===== src/rtl/crypto_acc_pkg.sv =====
// -----------------------------------------------------------------------------
// crypto_acc_pkg
// Shared types and helpers for the crypto accelerator datapath.
//   BLOCK_WIDTH     : AES block width in bits
//   WORDS_PER_BLOCK : bus words packed into one AES block
//   seq_state_t     : block sequencer states
//   byte_mask_f     : valid-byte mask of a block given the bytes still to send
// -----------------------------------------------------------------------------
package crypto_acc_pkg;

   localparam int BLOCK_WIDTH     = 128;
   localparam int WORDS_PER_BLOCK = 4;

   typedef enum logic [2:0] {
      S_IDLE,
      S_FETCH,
      S_SEND,
      S_WAIT_RES,
      S_WRITE,
      S_DONE
   } seq_state_t;

   // Bit 15 is block byte 0 (lowest address). A byte is valid while its
   // index within the block is below the remaining message length.
   function automatic logic [15:0] byte_mask_f(input logic [31:0] len_rem);
      logic [15:0] m;
      m = '0;
      for (int i = 0; i < 16; i++) begin
         m[15-i] = (len_rem > 32'(i));
      end
      return m;
   endfunction

endpackage


===== src/rtl/blk_word_packer.sv =====
// -----------------------------------------------------------------------------
// blk_word_packer
// Four-word shift register. Packing: words shift in at the bottom so the first
// word ends up in the top slot; disabled bytes are zeroed on the way in.
// Unpacking: load a whole block, read the top word, shift with byte_en_i = 0.
//   clk_i, rst_i : clock, synchronous active-high reset
//   load_i/blk_i : parallel load of a full block (has priority over shift)
//   shift_i      : shift one word in at the bottom
//   word_i       : word shifted in
//   byte_en_i    : per-byte enable for word_i, bit MSB = bits [WORD_W-1 -: 8]
//   blk_o        : register contents, first word in the top slot
// -----------------------------------------------------------------------------
module blk_word_packer
   import crypto_acc_pkg::*;
#(
   parameter int WORD_W = 32
) (
   input  logic                              clk_i,
   input  logic                              rst_i,
   input  logic                              load_i,
   input  logic [WORDS_PER_BLOCK*WORD_W-1:0] blk_i,
   input  logic                              shift_i,
   input  logic [WORD_W-1:0]                 word_i,
   input  logic [WORD_W/8-1:0]               byte_en_i,
   output logic [WORDS_PER_BLOCK*WORD_W-1:0] blk_o
);

   logic [WORD_W-1:0] word_masked;

   always_comb begin
      word_masked = '0;
      for (int i = 0; i < WORD_W/8; i++) begin
         if (byte_en_i[i]) word_masked[i*8 +: 8] = word_i[i*8 +: 8];
      end
   end

   always_ff @(posedge clk_i) begin
      if (rst_i) begin
         blk_o <= '0;
      end else if (load_i) begin
         blk_o <= blk_i;
      end else if (shift_i) begin
         blk_o <= {blk_o[(WORDS_PER_BLOCK-1)*WORD_W-1:0], word_masked};
      end
   end

endmodule


===== src/rtl/aes_block_sequencer.sv =====
// -----------------------------------------------------------------------------
// aes_block_sequencer
// Reads a message from the data buffer, packs it into zero-padded 128-bit
// blocks, passes each block through the AES core one at a time and unpacks
// the results into the result buffer.
//   clk_i, rst_i              : clock, synchronous active-high reset
//   start_i, data_len_i       : run request and message length in bytes
//   busy_o, done_o, err_o     : status (done pulse, sticky length overflow)
//   dbuf_rd_o/addr_o/data_i   : data-buffer read port, one-cycle read latency
//   blk_valid_o/ready_i/data_o: plaintext block to the AES core
//   res_valid_i/ready_o/data_i: result block from the AES core
//   rbuf_we_o/addr_o/data_o   : result-buffer write port
//   result_len_o              : bytes written to the result buffer
// -----------------------------------------------------------------------------
module aes_block_sequencer
   import crypto_acc_pkg::*;
#(
   parameter int BUS_WIDTH  = 32,
   parameter int BUF_ADDR_W = 10
) (
   input  logic                   clk_i,
   input  logic                   rst_i,
   input  logic                   start_i,
   input  logic [BUS_WIDTH-1:0]   data_len_i,
   output logic                   busy_o,
   output logic                   done_o,
   output logic                   err_o,
   output logic                   dbuf_rd_o,
   output logic [BUF_ADDR_W-1:0]  dbuf_addr_o,
   input  logic [BUS_WIDTH-1:0]   dbuf_data_i,
   output logic                   blk_valid_o,
   input  logic                   blk_ready_i,
   output logic [BLOCK_WIDTH-1:0] blk_data_o,
   input  logic                   res_valid_i,
   output logic                   res_ready_o,
   input  logic [BLOCK_WIDTH-1:0] res_data_i,
   output logic                   rbuf_we_o,
   output logic [BUF_ADDR_W-1:0]  rbuf_addr_o,
   output logic [BUS_WIDTH-1:0]   rbuf_data_o,
   output logic [BUS_WIDTH-1:0]   result_len_o
);

   // Largest message the data buffer can hold, in bytes.
   localparam logic [BUS_WIDTH-1:0] MAX_LEN = BUS_WIDTH'((BUS_WIDTH/8) * (2 ** BUF_ADDR_W));

   seq_state_t           state;
   logic [2:0]           fcnt;
   logic [1:0]           wcnt;
   logic [BUS_WIDTH-1:0] nblk;
   logic [BUS_WIDTH-1:0] blk_cnt;
   logic [BUS_WIDTH-1:0] rem_len;

   logic [15:0]          blk_mask;
   logic [1:0]           word_idx;
   logic [3:0]           word_be;
   logic                 pack_shift;
   logic                 unpack_load;
   logic [BLOCK_WIDTH-1:0] unpack_blk;

   assign busy_o = (state != S_IDLE);

   // Captures in FETCH happen on fcnt 1..4 for words 0..3 of the block.
   assign pack_shift  = (state == S_FETCH) && (fcnt != 3'd0);
   assign word_idx    = fcnt[1:0] - 2'd1;
   assign blk_mask    = byte_mask_f(32'(rem_len));
   assign unpack_load = (state == S_WAIT_RES) && res_valid_i;

   always_comb begin
      word_be = 4'hF;
      case (word_idx)
         2'd0: word_be = blk_mask[15:12];
         2'd1: word_be = blk_mask[11:8];
         2'd2: word_be = blk_mask[7:4];
         2'd3: word_be = blk_mask[3:0];
         default: word_be = 4'hF;
      endcase
   end

   blk_word_packer #(.WORD_W(BUS_WIDTH)) u_packer (
      .clk_i     (clk_i),
      .rst_i     (rst_i),
      .load_i    (1'b0),
      .blk_i     ('0),
      .shift_i   (pack_shift),
      .word_i    (dbuf_data_i),
      .byte_en_i (word_be),
      .blk_o     (blk_data_o)
   );

   blk_word_packer #(.WORD_W(BUS_WIDTH)) u_unpacker (
      .clk_i     (clk_i),
      .rst_i     (rst_i),
      .load_i    (unpack_load),
      .blk_i     (res_data_i),
      .shift_i   (state == S_WRITE),
      .word_i    ('0),
      .byte_en_i ('0),
      .blk_o     (unpack_blk)
   );

   assign rbuf_data_o = unpack_blk[BLOCK_WIDTH-1 -: BUS_WIDTH];

   always_ff @(posedge clk_i) begin
      if (rst_i) begin
         state        <= S_IDLE;
         fcnt         <= '0;
         wcnt         <= '0;
         nblk         <= '0;
         blk_cnt      <= '0;
         rem_len      <= '0;
         done_o       <= 1'b0;
         err_o        <= 1'b0;
         dbuf_rd_o    <= 1'b0;
         dbuf_addr_o  <= '0;
         blk_valid_o  <= 1'b0;
         res_ready_o  <= 1'b0;
         rbuf_we_o    <= 1'b0;
         rbuf_addr_o  <= '0;
         result_len_o <= '0;
      end else begin
         done_o <= 1'b0;
         case (state)
            S_IDLE: begin
               if (start_i) begin
                  if (data_len_i == '0) begin
                     err_o        <= 1'b0;
                     result_len_o <= '0;
                     done_o       <= 1'b1;
                     state        <= S_DONE;
                  end else if (data_len_i > MAX_LEN) begin
                     err_o  <= 1'b1;
                     done_o <= 1'b1;
                     state  <= S_DONE;
                  end else begin
                     err_o        <= 1'b0;
                     result_len_o <= '0;
                     rem_len      <= data_len_i;
                     nblk         <= (data_len_i + BUS_WIDTH'(15)) >> 4;
                     blk_cnt      <= '0;
                     dbuf_addr_o  <= '0;
                     rbuf_addr_o  <= '0;
                     fcnt         <= '0;
                     dbuf_rd_o    <= 1'b1;
                     state        <= S_FETCH;
                  end
               end
            end

            // ---- FETCH: reads on fcnt 0..3, captures on fcnt 1..4 ----
            S_FETCH: begin
               fcnt      <= fcnt + 3'd1;
               dbuf_rd_o <= (fcnt < 3'd3);
               if (dbuf_rd_o) dbuf_addr_o <= dbuf_addr_o + BUF_ADDR_W'(1);
               if (fcnt == 3'd4) begin
                  blk_valid_o <= 1'b1;
                  state       <= S_SEND;
               end
            end

            // ---- SEND: block held stable until the core takes it ----
            S_SEND: begin
               if (blk_ready_i) begin
                  blk_valid_o <= 1'b0;
                  res_ready_o <= 1'b1;
                  state       <= S_WAIT_RES;
               end
            end

            // ---- WAIT_RES: result captured into the unpacker ----
            S_WAIT_RES: begin
               if (res_valid_i) begin
                  res_ready_o <= 1'b0;
                  rbuf_we_o   <= 1'b1;
                  wcnt        <= '0;
                  state       <= S_WRITE;
               end
            end

            // ---- WRITE: four result words, most significant first ----
            S_WRITE: begin
               wcnt        <= wcnt + 2'd1;
               rbuf_addr_o <= rbuf_addr_o + BUF_ADDR_W'(1);
               if (wcnt == 2'd3) begin
                  rbuf_we_o    <= 1'b0;
                  result_len_o <= result_len_o + BUS_WIDTH'(16);
                  blk_cnt      <= blk_cnt + BUS_WIDTH'(1);
                  rem_len      <= rem_len - BUS_WIDTH'(16);
                  if ((blk_cnt + BUS_WIDTH'(1)) < nblk) begin
                     fcnt      <= '0;
                     dbuf_rd_o <= 1'b1;
                     state     <= S_FETCH;
                  end else begin
                     done_o <= 1'b1;
                     state  <= S_DONE;
                  end
               end
            end

            S_DONE: begin
               state <= S_IDLE;
            end

            default: state <= S_IDLE;
         endcase
      end
   end

endmodule

===== config.mk =====
export PLATFORM = sky130hd
export DESIGN_NAME = aes_block_sequencer
export DESIGN_NICKNAME = d
export VERILOG_FILES = /design/src/rtl/crypto_acc_pkg.sv /design/src/rtl/blk_word_packer.sv /design/src/rtl/aes_block_sequencer.sv
export SDC_FILE = /design/constraint.sdc
export NUM_CORES = 1
export LEC_CHECK = 0
export CAP_MARGIN = 15
export CORE_MARGIN = 1
export CORE_UTILIZATION = 56
export CTS_BUF_LIST = sky130_fd_sc_hd__clkbuf_4
export CTS_CLUSTER_SIZE = 20
export DETAILED_ROUTE_END_ITERATION = 6
export PLACE_DENSITY = 0.95
export SETUP_SLACK_MARGIN = 0.3
export SLEW_MARGIN = 20
export SYNTH_ARGS = -nofsm -noshare
export SYNTH_HDL_FRONTEND = slang
export SYNTH_SLANG_ARGS = --single-unit

===== constraint.sdc =====
create_clock -name clk_i -period 7.7 [get_ports clk_i]
set_input_delay 1.54 -clock clk_i [delete_from_list [all_inputs] [get_ports clk_i]]
set_output_delay 1.54 -clock clk_i [all_outputs]
set_load 0.02 [all_outputs]

=== Word level (Yosys, flattened, before mapping) ===
Index checks and enable logic that the tools add are counted.

* Register bits: 414
* Bits of input ports: 197
* Logic and storage cells: 158

* $add $sub $neg: 9
* Order comparisons: 19
* Equal/unequal tests: 19
* Muxes and demuxes: 66
* Bitwise gates (word level): 2
* Reductions and logical operators: 26

{| class="wikitable"
|+ Operators by type and width
! cell !! number
|-
| 32-bit 2-to-1 mux || 11
|-
| 32-bit by 4-bit > comparator with 1-bit output (second input constant) || 8
|-
| 128-bit 2-to-1 mux || 2
|-
| 32-bit one-hot mux with 2 select lines || 3
|-
| 32-bit by 3-bit > comparator with 1-bit output (second input constant) || 4
|-
| 32-bit by 1-bit > comparator with 1-bit output (second input constant) || 2
|-
| 32-bit by 2-bit > comparator with 1-bit output (second input constant) || 2
|-
| 10-bit 2-to-1 mux || 4
|-
| 10-bit one-hot mux with 2 select lines || 2
|-
| 3-bit 2-to-1 mux || 13
|-
| 32-bit by 1-bit adder with 32-bit output (second input constant) || 1
|-
| 32-bit by 4-bit adder with 32-bit output (second input constant) || 1
|-
| 32-bit by 5-bit adder with 32-bit output (second input constant) || 1
|-
| 32-bit by 13-bit > comparator with 1-bit output (second input constant) || 1
|-
| 32-bit zero test || 1
|-
| 32-bit by 28-bit < comparator with 1-bit output || 1
|-
| 8-bit 2-to-1 mux || 4
|-
| 32-bit by 5-bit subtractor with 32-bit output (second input constant) || 1
|-
| 10-bit by 1-bit adder with 10-bit output (second input constant) || 2
|-
| 1-bit 2-to-1 mux || 17
|-
| 2-bit inequality test (second input constant) || 8
|-
| 4-bit one-hot mux with 4 select lines || 1
|-
| 3-bit one-hot mux with 5 select lines || 1
|-
| 5-bit AND reduction || 3
|-
| other kinds (26) || 47
|}

=== Logic depth before layout (Yosys ltp) ===
* Depth after elaboration: 5
* Mapped depth: 15
* Depth with buffers taken out: 14

=== By module ===
Synthesis repeated with hierarchy kept, for this count alone.

* Cell total of the unflattened synthesis: 2,356
* Area total of the unflattened synthesis: 21,027.7 µm²

{| class="wikitable"
|+ Modules (own cells, without submodules)
! module !! instances !! cells an instance !! area each (µm²) !! sequential area each (µm²)
|-
| blk_word_packer || 2 || 609 || 6,099.6 || 2,562.5
|-
| aes_block_sequencer || 1 || 1,138 || 8,828.5 || 3,083.0
|}

=== Least setup slack after synthesis ===
No wires, ideal clock.

* Path type: in2reg
* Start: in data_len_i[28]
* End: reg result_len_o[11]
* Library setup time: 0.117 ns
* Arrival: 3.314 ns
* Required time: 7.583 ns
* Slack: 4.269 ns
* Stages on the path: 8
* Path buffers: 2
* Cell sequence: nor4_1 -> nand4_1 -> a211oi_2 -> o21a_1 -> a21o_1 -> clkbuf_1 -> buf_2 -> nor2_1

* Word-level cells in the longest chain between the ends: 4
* Elaborated cells on any way between the ends: 7

{| class="wikitable"
|+ RTL lines
! item !! line !! text
|-
| from (decl) || aes_block_sequencer.sv:24 || <nowiki>input logic [BUS_WIDTH-1:0] data_len_i,</nowiki>
|-
| branches (longest 4 deep; another with 32-bit by 13-bit > comparator with 1-bit output) || - ||
|-
| to (signal assigned) || aes_block_sequencer.sv:185 || <nowiki>result_len_o <= result_len_o + BUS_WIDTH'(16);</nowiki>
|-
| to (decl) || aes_block_sequencer.sv:40 || <nowiki>output logic [BUS_WIDTH-1:0] result_len_o</nowiki>
|}

Several ways; the timed one is not identified. The select of a mux whose other input is x is not followed.
A chain may end at the register's enable or synchronous reset.

=== Final worst setup path ===
* Start: reg state[2]
* End: out busy_o

* Word-level cells in the longest chain between the ends: 1

{| class="wikitable"
|+ RTL lines
! item !! line !! text
|-
| from (decl) || aes_block_sequencer.sv:46 || <nowiki>seq_state_t state;</nowiki>
|-
| from (signal assigned) || aes_block_sequencer.sv:105 || <nowiki>state <= S_IDLE;</nowiki>
|-
| from (signal assigned) || aes_block_sequencer.sv:129 || <nowiki>state <= S_DONE;</nowiki>
|-
| from (signal assigned) || aes_block_sequencer.sv:133 || <nowiki>state <= S_DONE;</nowiki>
|-
| 3-bit nonzero test || aes_block_sequencer.sv:60 || <nowiki>assign busy_o = (state != S_IDLE);</nowiki>
|-
| to (decl) || aes_block_sequencer.sv:25 || <nowiki>output logic busy_o,</nowiki>
|}

Every way passes these cells.

==> reports/qor.txt <==
Hold buffers post-CTS -> 0
LEAKAGE -> 0.00809 uW
RSZ-0062 raised after global routing -> no
Yosys top cell by area -> dfxtp_1
Starting Density -> 57.4%
Sequential share of the synthesized area -> 44.8%
Total track usage -> 33.8%
Die Area -> 33400 um^2
Ranking of synthesized cells by area -> dfxtp_1, nand2_1, nor2_1
CTS sink count -> 410
Most common cell in the netlist -> nand2_1
I/O pin total -> 416
Final Max Slew Viols -> 0
DR vias -> 18900
ANT nets after route -> 0
Worst-Margin Slew -> 1150 ps
Average cell area after synthesis -> 7.96 um^2
Synth warn -> 0
Die Span Y -> 183 um
Worst Path Required -> 6160 ps
Worst hold path startpoint -> nblk[18]$_SDFFE_PP0P_
HPWL after DPL -> 38600 um
Switching share of power -> 26.8%
Detailed Routing Iterations Pass 1 -> 7
Sequential Power Share -> 48.1%
Total Power -> 4500 uW
Routed vias/inst -> 6.01
Row count -> 65
Antenna violations before repair -> 5
Synth-to-Final Area Change -> 28.7%
Worst setup EP type -> output port
PD cells -> 191 nW/um^2
FMAX -> 234 MHz
Layout Nets -> 2868
Setup Viol. Count Final -> 0
Worst EP arrival -> 2740 ps
RD Place Congestion -> 0.907
Period utilization -> 55.6%
Post-route DRC violation count -> 2
Post-synth cell types -> 76
Core area -> 31900 um^2
Failing checks -> design-rule violations
Net Sw Power -> 1210 uW
Peak VDD IR -> 161 uV
Clock Tree Buf Depth -> 3
Share of the synthesized area in the top cell type -> 44.8%
Final min period -> 4280 ps
TritonCTS clock tree -> done
Final Hold Fails -> 0
Iter 0 DRT Violations -> 1973
Worst slew margin -> 23.3%
Buffer count from post-CTS setup fixing -> 0
Int Pwr -> 3290 uW
Vias in the first global route -> 18200
CP Launch Type -> register
Global route total overflow -> 0
Layout cell share with drive strength beyond 1 -> 7.40%
Count of flip-flops with a built-in enable after synthesis -> 0
Crit-path max FO -> 21
Max cap viols -> 0
CTS H-tree depth -> 3
Mapped Area -> 18300 um^2
#FFs+latches synth -> 410
Comb power frac -> 10.7%
Status -> finished, violations left
I/O Buffers -> 411
Fin Hold WS -> 447 ps
Die Span X -> 183 um
Largest net degree at the start of global routing -> 228
Clock Latency Late Sink -> 780 ps
Ys flop type -> dfxtp_1
Commonest cells post-synth -> nand2_1, dfxtp_1, nor2_1
Final setup skew -> 61.3 ps
Clock buffer count from CTS -> 104
Detailed Route WL -> 59000 um
CP Launch Point -> state[2]$_SDFFE_PP0P_
Ys async rst share -> 0%
Worst Path Class, Setup -> reg -> out
CTS root buffer -> clkbuf_4
Min-delay worst type -> reg -> reg
Setup TNS -> 0 ps
Post-CTS Resized -> 0
Clock-pin slew on the worst setup and hold paths -> 70 ps
Synth Instances -> 2301
First-pass GRT wire length -> 91400 um
Mean routed wirelength per cell -> 18.8 um
FF-to-FF Start -> blk_cnt[2]$_SDFFE_PP0P_
Clock Power Share -> 41.2%
[state kept, by name, summed over array words and instances, names as in the netlist, 2 cells and up]
signal            cells
result_len_o         28
nblk                 28
rem_len              32
u_unpacker.blk_o    128
dbuf_addr_o          10
blk_cnt              32
state                 3
rbuf_addr_o          10
u_packer.blk_o      128
wcnt                  2
fcnt                  3
[layout make-up]
cell class,count,area [um^2]
diodes,5,12.5
clock buffers,139,1040
flip-flops and latches,410,8210
inverters,54,203
well taps,435,544
fillers,2164,8320
clock inverters,35,255
repair buffers,423,4230
multi-input cells,1640,9060
[layer usage]
layer  global-route usage, %  vias to the layer above  wire (um)
met5                       0                        -          0
met2                    55.5                     1125      27800
met3                    9.41                      228       5940
met1                    39.5                     8827      22200
met4                    20.0                        0       3030
li1                        -                     8711          -
[power groups by stage]
stage               Combinational [uW]  Clock (uW)  Sequential (uW)
global route                       516        2000             2160
global placement                   457           0             2210
CTS                                471        1880             2160
floorplan                          269           0             2210
finish                             483        1850             2160
detailed placement                 468           0             2210
[critical path: stages (launching register included)]
cell	delay, ps
dfxtp_1	910
or3_1	390
clkdlybuf4s50_1	660
[cell families (layout without fill, tap and decap cells)]
group,Yosys count,after routing,synth area share (%)
adder cells (fa/ha/maj),38,38,2.60
buffers and inverters,254,651,6.04
XOR/XNOR,75,75,3.59
AO/OA/AOI/OAI,519,519,19.2
flip-flops,410,410,44.8
AND/OR/NAND/NOR,1000,1000,23.4
other,1,9,0.0205
multiplexers,4,4,0.226
[cells in the final DEF, fill, tap and decap left out, drive strengths merged, types with 11 or more instances in the layout]
cell | Yosys | layout
and3 | 11 | 11
o21ai | 57 | 57
nor2 | 290 | 290
a311oi | 98 | 98
a211oi | 24 | 24
a22oi | 44 | 44
inv | 54 | 55
nand3 | 59 | 59
or3 | 15 | 15
xor2 | 32 | 32
clkbuf | 147 | 139
xnor2 | 43 | 43
nand2 | 485 | 485
buf | 53 | 13
a21oi | 195 | 195
dfxtp | 410 | 410
nor4 | 27 | 27
a31oi | 12 | 12
clkdlybuf4s50 | 0 | 410
clkinv | 0 | 27
ha | 38 | 38
nand4 | 26 | 26
nor3 | 44 | 44
a22o | 32 | 32
[path summary, 6_finish.rpt]
| path | end | slack (ps) | cells past startpoint |
|---|---|---|---|
| worst max-delay path | busy_o | 3420 | 2 |
| worst min-delay path | nblk[18]$_SDFFE_PP0P_ | 450 | 2 |
| worst max register to register | done_o$_SDFF_PP0_ | 3430 | 13 |
| worst min register to register | nblk[18]$_SDFFE_PP0P_ | 450 | 2 |
[through the flow]
step | util [%] | std cells | instance area, um^2 | setup WS, ps
detailed placement | 69.8 | 2962 | 22200 | 2490
global placement | 69.8 | 2962 | 22200 | 2620
CTS | 73.9 | 3136 | 23500 | 3320
global route | 73.9 | 3141 | 23600 | 3080
floorplan | - | 2304 | 18300 | 4270
finish | 73.9 | 3141 | 23600 | 3420
Note: power is estimated with default switching activity, not from simulation.
